==> src/rtl/led_blink_pkg.sv <==
// led_blink_pkg: controller states, default widths and the burst-field extraction helper
// shared by the LED blink arbiter files.
package led_blink_pkg;

    typedef enum logic [1:0] {
        IDLE,
        RUN,
        DONE
    } state_e;

    localparam int CNT_W_DEF   = 25;
    localparam int BURST_W_DEF = 4;
    localparam int BURST_BUS_W = 64;
    localparam int BURST_MAX_W = 8;

    function automatic logic [BURST_MAX_W-1:0] burst_slice(
        input logic [BURST_BUS_W-1:0] bus,
        input int                     i,
        input int                     w
    );
        logic [BURST_BUS_W-1:0] mask;
        mask = (BURST_BUS_W'(1) << w) - BURST_BUS_W'(1);
        return BURST_MAX_W'((bus >> (i * w)) & mask);
    endfunction

endpackage

==> src/rtl/led_rr_arbiter.sv <==
// led_rr_arbiter: combinational one-hot winner pick plus the last-winner pointer.
// With LED_BLINK_FIXED_PRIO_EN defined it collapses to a lowest-index priority encoder.
module led_rr_arbiter #(
    parameter int N  = 4,
    parameter int IW = $clog2(N)
) (
    input  logic          clk,
    input  logic          rst,
    input  logic [N-1:0]  req_i,
    input  logic          en_i,
    output logic [N-1:0]  gnt_o,
    output logic [IW-1:0] idx_o
);

`ifdef LED_BLINK_FIXED_PRIO_EN

    logic unused_pins;
    assign unused_pins = ^{clk, rst, en_i};

    // Descending scan: the last hit is the lowest requesting index.
    always_comb begin
        gnt_o = '0;
        idx_o = '0;
        for (int k = N - 1; k >= 0; k--) begin
            if (req_i[k]) begin
                gnt_o    = '0;
                gnt_o[k] = 1'b1;
                idx_o    = IW'(k);
            end
        end
    end

`else

    logic [IW-1:0] last_q, last_d;
    logic          found;

    // Search starts just above the previous winner, so it is served last next time.
    always_comb begin
        gnt_o = '0;
        idx_o = '0;
        found = 1'b0;
        for (int k = 1; k <= N; k++) begin
            if (!found && req_i[(int'(last_q) + k) % N]) begin
                found                           = 1'b1;
                gnt_o[(int'(last_q) + k) % N]   = 1'b1;
                idx_o                           = IW'((int'(last_q) + k) % N);
            end
        end
    end

    assign last_d = en_i ? idx_o : last_q;

    always_ff @(posedge clk) begin
        if (rst) begin
            last_q <= IW'(N - 1);
        end else begin
            last_q <= last_d;
        end
    end

`endif

endmodule

==> src/rtl/led_blink_arbiter.sv <==
// led_blink_arbiter: grants one shared blink timebase to one requester at a time for a burst of LED toggles.
// Define LED_BLINK_FIXED_PRIO_EN for fixed lowest-index priority instead of round-robin.
module led_blink_arbiter
    import led_blink_pkg::*;
#(
    parameter int               NUM_REQ = 4,
    parameter int               CNT_W   = CNT_W_DEF,
    parameter logic [CNT_W-1:0] CNT_MAX = CNT_W'(24_999_999),
    parameter int               BURST_W = BURST_W_DEF
) (
    input  logic                       sys_clk,
    input  logic                       sys_rst,
    input  logic [NUM_REQ-1:0]         req,
    input  logic [NUM_REQ*BURST_W-1:0] burst_len,
    output logic [NUM_REQ-1:0]         grant,
    output logic [NUM_REQ-1:0]         done,
    output logic                       busy,
    output logic                       led_out
);

    localparam int IW = $clog2(NUM_REQ);

    state_e               state_q, state_d;
    logic [CNT_W-1:0]     cnt_q, cnt_d;
    logic [BURST_W-1:0]   rem_q, rem_d, win_len;
    logic [IW-1:0]        owner_q, owner_d, win_idx;
    logic [NUM_REQ-1:0]   grant_q, grant_d, done_q, done_d, win_gnt;
    logic                 busy_q, busy_d, led_q, led_d, arb_en;

    led_rr_arbiter #(
        .N  (NUM_REQ),
        .IW (IW)
    ) u_arb (
        .clk   (sys_clk),
        .rst   (sys_rst),
        .req_i (req),
        .en_i  (arb_en),
        .gnt_o (win_gnt),
        .idx_o (win_idx)
    );

    assign win_len = BURST_W'(burst_slice(BURST_BUS_W'(burst_len), int'(win_idx), BURST_W));

    always_comb begin
        state_d = state_q;
        cnt_d   = cnt_q;
        rem_d   = rem_q;
        owner_d = owner_q;
        grant_d = grant_q;
        done_d  = '0;
        led_d   = led_q;
        arb_en  = 1'b0;
        case (state_q)
            IDLE: begin
                if (|req) begin
                    arb_en  = 1'b1;
                    owner_d = win_idx;
                    grant_d = win_gnt;
                    cnt_d   = '0;
                    led_d   = 1'b0;
                    rem_d   = win_len;
                    state_d = (win_len == '0) ? DONE : RUN;
                end
            end
            RUN: begin
                if (!req[owner_q]) begin
                    state_d = IDLE;
                    grant_d = '0;
                    led_d   = 1'b0;
                    cnt_d   = '0;
                    rem_d   = '0;
                end else if (cnt_q == CNT_MAX) begin
                    cnt_d   = '0;
                    led_d   = ~led_q;
                    rem_d   = rem_q - BURST_W'(rem_q != '0);
                    state_d = (rem_q == BURST_W'(1)) ? DONE : RUN;
                end else begin
                    cnt_d = cnt_q + CNT_W'(1);
                end
            end
            DONE: begin
                state_d = IDLE;
                done_d  = grant_q;
                grant_d = '0;
                led_d   = 1'b0;
                cnt_d   = '0;
            end
            default: begin
                state_d = IDLE;
                grant_d = '0;
                led_d   = 1'b0;
            end
        endcase
        // The DONE term keeps busy high through the done-pulse cycle.
        busy_d = (state_d != IDLE) || (state_q == DONE);
    end

    always_ff @(posedge sys_clk) begin
        if (sys_rst) begin
            state_q <= IDLE;
            cnt_q   <= '0;
            rem_q   <= '0;
            owner_q <= '0;
            grant_q <= '0;
            done_q  <= '0;
            busy_q  <= 1'b0;
            led_q   <= 1'b0;
        end else begin
            state_q <= state_d;
            cnt_q   <= cnt_d;
            rem_q   <= rem_d;
            owner_q <= owner_d;
            grant_q <= grant_d;
            done_q  <= done_d;
            busy_q  <= busy_d;
            led_q   <= led_d;
        end
    end

    assign grant   = grant_q;
    assign done    = done_q;
    assign busy    = busy_q;
    assign led_out = led_q;

endmodule
==> config.mk <==
export PLATFORM = sky130hd
export DESIGN_NAME = led_blink_arbiter
export DESIGN_NICKNAME = d
export VERILOG_FILES = /design/src/rtl/led_blink_pkg.sv /design/src/rtl/led_rr_arbiter.sv /design/src/rtl/led_blink_arbiter.sv
export SDC_FILE = /design/constraint.sdc
export NUM_CORES = 1
export LEC_CHECK = 0
export BUFFER_PORTS_ARGS = -buffer_cell sky130_fd_sc_hd__buf_2
export CAP_MARGIN = 10
export CELL_PAD_IN_SITES_DETAIL_PLACEMENT = 0
export CELL_PAD_IN_SITES_GLOBAL_PLACEMENT = 1
export CORE_MARGIN = 3
export CORE_UTILIZATION = 36
export DETAILED_ROUTE_END_ITERATION = 6
export GPL_ROUTABILITY_DRIVEN = 0
export PLACE_DENSITY_LB_ADDON = 0.1
export RECOVER_POWER = 100
export SYNTH_ARGS = -nofsm -noshare
export SYNTH_HDL_FRONTEND = slang
export SYNTH_HIERARCHICAL = 1
export SYNTH_SLANG_ARGS = --single-unit
==> constraint.sdc <==
create_clock -name sys_clk -period 7.2 [get_ports sys_clk]
set_input_delay 0 -clock sys_clk [delete_from_list [all_inputs] [get_ports sys_clk]]
set_output_delay 0 -clock sys_clk [all_outputs]
set_load 0.01 [all_outputs]
---- Word-level counts from Yosys, hierarchy flattened ----
Index checks and enable logic that the tools add are counted.
storage, ports and cells
  register bits after elaboration ......... 45
  bits in latches ......................... 0
  bits in writable memories ............... 0
  ROM bits ................................ 0
  bits of input ports ..................... 22
  output and inout port bits .............. 10
  word-level logic and storage cells ...... 125
  memories ................................ 0
cells by class
  add/sub/neg operators ................... 6
  multiply operators ...................... 0
  div/mod/pow operators ................... 0
  order comparisons ....................... 9
  equal/unequal tests ..................... 7
  shifts and indexed selects .............. 1
  multiplexer cells ....................... 56
  bitwise gates (word level) .............. 9
  reductions and logical operators ........ 28
operators by type and width
  operator                                                                             count
  25-bit 2-to-1 mux                                                                    3
  25-bit one-hot mux with 3 select lines                                               1
  4-bit 2-to-1 mux                                                                     9
  25-bit by 1-bit adder with 25-bit output, second input constant                      1
  25-bit == test, second input constant                                                1
  1-bit 2-to-1 mux                                                                     21
  2-bit 2-to-1 mux                                                                     9
  3-bit by 4-bit < comparator with 1-bit output, second input constant                 4
  4-bit one-hot mux with 2 select lines                                                2
  16-bit by 4-bit >> shifter with 4-bit output                                         1
  3-bit by 1-bit greater-or-equal comparator with 1-bit output, second input constant  4
  4-bit bitwise OR                                                                     3
  1-bit binary-select mux with 2-bit select                                            5
  2-bit OR reduction                                                                   5
  1-bit demux with 2-bit select                                                        4
  2-bit AND reduction                                                                  4
  1-bit logical AND                                                                    7
  2-bit by 1-bit adder with 2-bit output, second input constant                        2
  2-bit adder, second input constant                                                   2
  1-bit AND, first input constant                                                      4
  4-bit by 1-bit == test with 1-bit output, second input constant                      1
  4-bit logical NOT                                                                    1
  2-bit != test, second input constant                                                 2
  2-bit one-hot mux with 2 select lines                                                1
  other kinds (15)                                                                     19

---- Longest topological paths before layout ----
  depth after elaboration ................. 23
  depth in mapped cells ................... 14
  depth with buffers taken out ............ 11

---- By module ----
The synthesis kept the hierarchy.
by module, submodules not included
  module             times used  cells each  area an instance (um^2)  sequential area each (um^2)
  led_blink_arbiter  1           229         2274.7                   860.8
  led_rr_arbiter     1           71          626.9                    40.0

---- Worst setup path after synthesis ----
Ideal clock, no wire load.
  kind .................................... register -> register
  start ................................... register u_arb.last_q[0]
  end ..................................... register state_q[1]
  library setup time ...................... 0.079 ns
  arrival time ............................ 3.246 ns
  required time ........................... 7.121 ns
  slack ................................... 3.874 ns
  stages on the path, launching flop included .. 15
  path buffers ............................ 3
  clock period less this slack ............ 3.326 ns
  path through ............................ dfxtp_1 > buf_6 > inv_1 > ha_1 > buf_6 > inv_1 > a211oi_1 > o21ai_0 > a211o_1 > nand2_1 > clkbuf_2 > mux4_2 > nor4_2 > nand2_1 > a211oi_2
on the way
  word-level cells in the longest chain between the ends .. 19
  elaborated cells between the ends (all ways) .. 34
  classes of those cells .................. 4 x add/sub; 1 x shift; 22 x mux; 7 x reduce/logical
RTL lines
  what                                                  line                                        RTL
  start: declaration                                    led_rr_arbiter.sv:35                        logic [IW-1:0] last_q, last_d;
  start signal: assignment                              led_rr_arbiter.sv:56                        last_q <= IW'(N - 1);
  start signal: assignment                              led_rr_arbiter.sv:58                        last_q <= last_d;
  2-bit by 1-bit adder with 2-bit output                led_rr_arbiter.sv:44, led_rr_arbiter.sv:47
  1-bit binary-select mux with 2-bit select             led_rr_arbiter.sv:44                        if (!found && req_i[(int'(last_q) + k) % N]) begin
  1-bit 2-to-1 mux (implied by the code) (2 in series)  led_rr_arbiter.sv:44
  1-bit 2-to-1 mux                                      led_rr_arbiter.sv:44
  1-bit logical NOT                                     led_rr_arbiter.sv:44
  1-bit logical AND                                     led_rr_arbiter.sv:44
  1-bit 2-to-1 mux                                      led_rr_arbiter.sv:44
  1-bit logical NOT                                     led_rr_arbiter.sv:44
  [... 3 more ...]                                      n/a
  1-bit logical AND                                     led_rr_arbiter.sv:44
  2-bit 2-to-1 mux (*)                                  led_rr_arbiter.sv:44
  net win_idx[0]                                        led_blink_arbiter.sv:26                     logic [IW-1:0] owner_q, owner_d, win_idx;
  16-bit by 4-bit >> shifter with 4-bit output (*)      led_blink_pkg.sv:23                         return BURST_MAX_W'((bus >> (i * w)) & mask);
  4-bit logical NOT (*)                                 led_blink_arbiter.sv:62                     state_d = (win_len == '0) ? DONE : RUN;
  2-bit 2-to-1 mux (*)                                  led_blink_arbiter.sv:62
  2-bit 2-to-1 mux (*)                                  led_blink_arbiter.sv:55                     if (|req) begin
  2-bit one-hot mux with 2 select lines (*)             led_blink_arbiter.sv:53                     case (state_q)
  end signal: assignment                                led_blink_arbiter.sv:109                    state_q <= state_d;
  end: declaration                                      led_blink_arbiter.sv:23                     state_e state_q, state_d;
The timed path passes the listed nets; every way through them passes the cells marked *. The select of a mux whose other input is x is not followed.
A chain may end at the register's enable or synchronous reset.

---- Worst setup path after layout ----
Ends and elaborated chain as after synthesis.

==> flow_summary.toml <==
[run_status]
status = "complete, no violations"

[sta]
slew_violations = 0
max_freq_mhz = 234
worst_pin_slew_ps = 1160
fin_tns_setup_ps = 0
fin_crit_ps = 4270
finClkSkew_ps = 2.65
rsz0062_at_grt = "no"
layout_worst_path_cycle_share = 0.593
finalSetupViolations = 0
hold_viol_final = 0
maxSlewHeadroom = 0.223

[floorplan]
die_x_um = 95.8
fp.coreArea_mm2 = 0.00777
dieArea_mm2 = 0.00917
row_count = 32
ios = 32
die_h_um = 95.8
start_util = 0.374

[global_routing]
grt_pass1_wl_um = 10700
globalRouteOverflowTotal = 0
antenna_found_initial = 0
grt_max_degree = 26
track_usage = 0.147
grt_pass1_vias = 2084

[cts]
clock_latency_ps = 300
holdBufCountCts = 0
cts_sinks = 45
cts_buffer_depth = 2
cts_buffers = 5
post_cts_buffers = 0
htree_levels = 2
clk_pin_slew_ps = 80
cts_tree = "done"
cts.repair.resized = 0
clock-root-buffer = "clkbuf_8"

[routing]
dr_total_vias = 2278
wl_per_cell_um = 14.8
first_pass_iters = 4
totalWireLength_um = 6360
drt_iter0_drc = 61
ant_nets = 0
drc = 0
via_per_inst = 5.31

[min_path]
hold_class = "in2reg"

[cells_and_area]
multi_input_comb_area_mm2 = 0.00182
final_area_mm2 = 0.00311
finalNetCount = 359
final-seq-area_um2 = 901
fillers = 827
area_delta_synth_final_pct = 7.20
drive_gt1_frac = 0.214
insertedDiodeCount = 0

[yosys]
syn_area_mm2 = 0.00290
synth-main-ff-cell = "dfxtp_1"
synth-edff-count = 0
synth.ff_latch_count = 45
syn_area_per_cell_um2 = 9.67
syn_nets = 333
ys_warn_count = 6
syn_inst = 300
ys_types = 71
async_flop_share = 0
yosysSeqAreaShare = 0.310

[power_and_ir_drop]
peakVddDrop_uv = 162
power_density_mw_per_mm2 = 319
leakage_nw = 1.07

[placement]
dpl.hpwl_um = 4670
portBuffers = 31
placed_area_mm2 = 0.00308

[critical_path]
r2r_slack_ps = 2930
critPathCaptureType = "register"
start_kind = "register"
path_class = "reg2reg"
worstPathRequired_ps = 7410
cp_max_fo = 15
cp.arrival_ps = 4480

[flow_run]
max_cap_violations = 0
==> synthesized netlist by cell type (4+ instances only) <==
cell	instances	area, um^2
a211oi_1	4	30.0
a21oi_1	5	25.0
a22oi_1	12	90.1
and2_1	5	31.3
and3_1	4	25.0
dfxtp_1	45	901
ha_1	11	138
inv_1	9	33.8
mux2_2	4	45.0
mux2i_1	4	40.0
mux4_2	7	158
nand2_1	20	75.1
nand3_1	6	30.0
nand4_1	6	37.5
nor2_1	27	101
nor2_2	11	68.8
nor3_1	8	40.0
nor3b_1	4	30.0
nor4_1	6	37.5
o21ai_0	4	20.0
o2bb2a_1	4	40.0
xnor2_1	20	175
xor2_1	5	43.8
==> metrics by stage <==
stage | power [mW] | instances | worst slack, ps | utilization | hold WS [ps]
detailed placement | 0.862 | 421 | 3070 | 0.396 | 394
global route | 1.08 | 429 | 2570 | 0.400 | 114
floorplan | 0.777 | 300 | 3870 | - | 113
global placement | 0.856 | 421 | 3200 | 0.396 | 394
CTS | 1.02 | 429 | 3050 | 0.407 | 101
finish | 0.992 | 429 | 2930 | 0.400 | 89.6
==> sequential cells by signal, indices dropped and copies added, names as in the netlist <==
name          flops
cnt_q            25
done              4
grant             4
rem_q             4
owner_q           2
state_q           2
u_arb/last_q      2
busy              1
led_out           1
==> cells by family (layout without fill, tap and decap cells) <==
logic type	after synthesis	in the layout	synth area share
muxes	17	17	0.100
adders and majority gates	11	11	0.0474
xor gates and xnor gates	25	25	0.0755
and+or+nand+nor	129	129	0.274
AOI/OAI and AO/OA	52	52	0.144
DFF	45	45	0.310
buffers and inverters	21	48	0.0479
==> cells in the final DEF (no fill, tap or decap), types with 2 or more instances in the layout <==
cell and n:
nor3b_1 4, o31ai_1 3, a311oi_1 3, o21ai_0 5, nand2_1 20, and4_1 2, o2bb2a_1 4, a22oi_1 12
clkbuf_1 12, and4_4 2, nor4b_1 3, and2_0 5, and3_1 4, mux4_2 7, nor4_1 7, inv_1 9
nand2b_1 2, nand4_1 6, a211oi_1 5, mux2_2 4, nor4b_2 3, o2111ai_1 2, nand3_1 6, a21boi_0 2
mux2i_1 4, clkbuf_8 5, a21o_1 2, xor2_1 5, xnor2_1 20, nor2_2 11, or2_2 2, nor2_1 28
a21oi_1 5, buf_2 21, nor3_1 8, nor4_2 2, ha_1 11, dfxtp_1 45
==> per-layer routing <==
layer  GRT usage  vias up  part of all wire
met1       0.229     1063              0.54
met5           0        -                 0
met3      0.0258        8             0.044
met2       0.207       49              0.40
met4      0.0355        0            0.0093
li1            -     1158                 -
==> final timing paths <==
path	from	to	cells past startpoint
max reg2reg	u_arb/last_q[0]	state_q[1]	11
min reg2reg	grant[2]	done[2]	1
max	u_arb/last_q[0]	state_q[1]	11
min	sys_rst	grant[0]	2
==> critical path, stage by stage, from the launching register on <==
cell and delay (ps):
dfxtp_1 690, inv_1 310, ha_1 510, inv_1 140, a211oi_1 290, o21ai_0 260, a211o_1 370, nand2_1 230
mux4_2 570, nor4_1 470, nand2_1 100, a211oi_1 240
==> final cells by class <==
cell class | instances | area share
Clock inverter | 1 | 0.00241
Tap cell | 102 | 0.0410
Sequential cell | 45 | 0.290
Clock buffer | 7 | 0.0245
Timing Repair Buffer | 31 | 0.0459
Multi-Input combinational cell | 234 | 0.586
Inverter | 9 | 0.0109
==> power breakdown <==
group / internal, mW / switching [mW] / leakage (nW)
Clock: 0.0688 / 0.0854 / 0.0385
Sequential: 0.284 / 0.0486 / 0.365
Combinational: 0.229 / 0.277 / 0.663
Total: 0.581 / 0.411 / 1.07
Power figures use the tool's default switching activity.
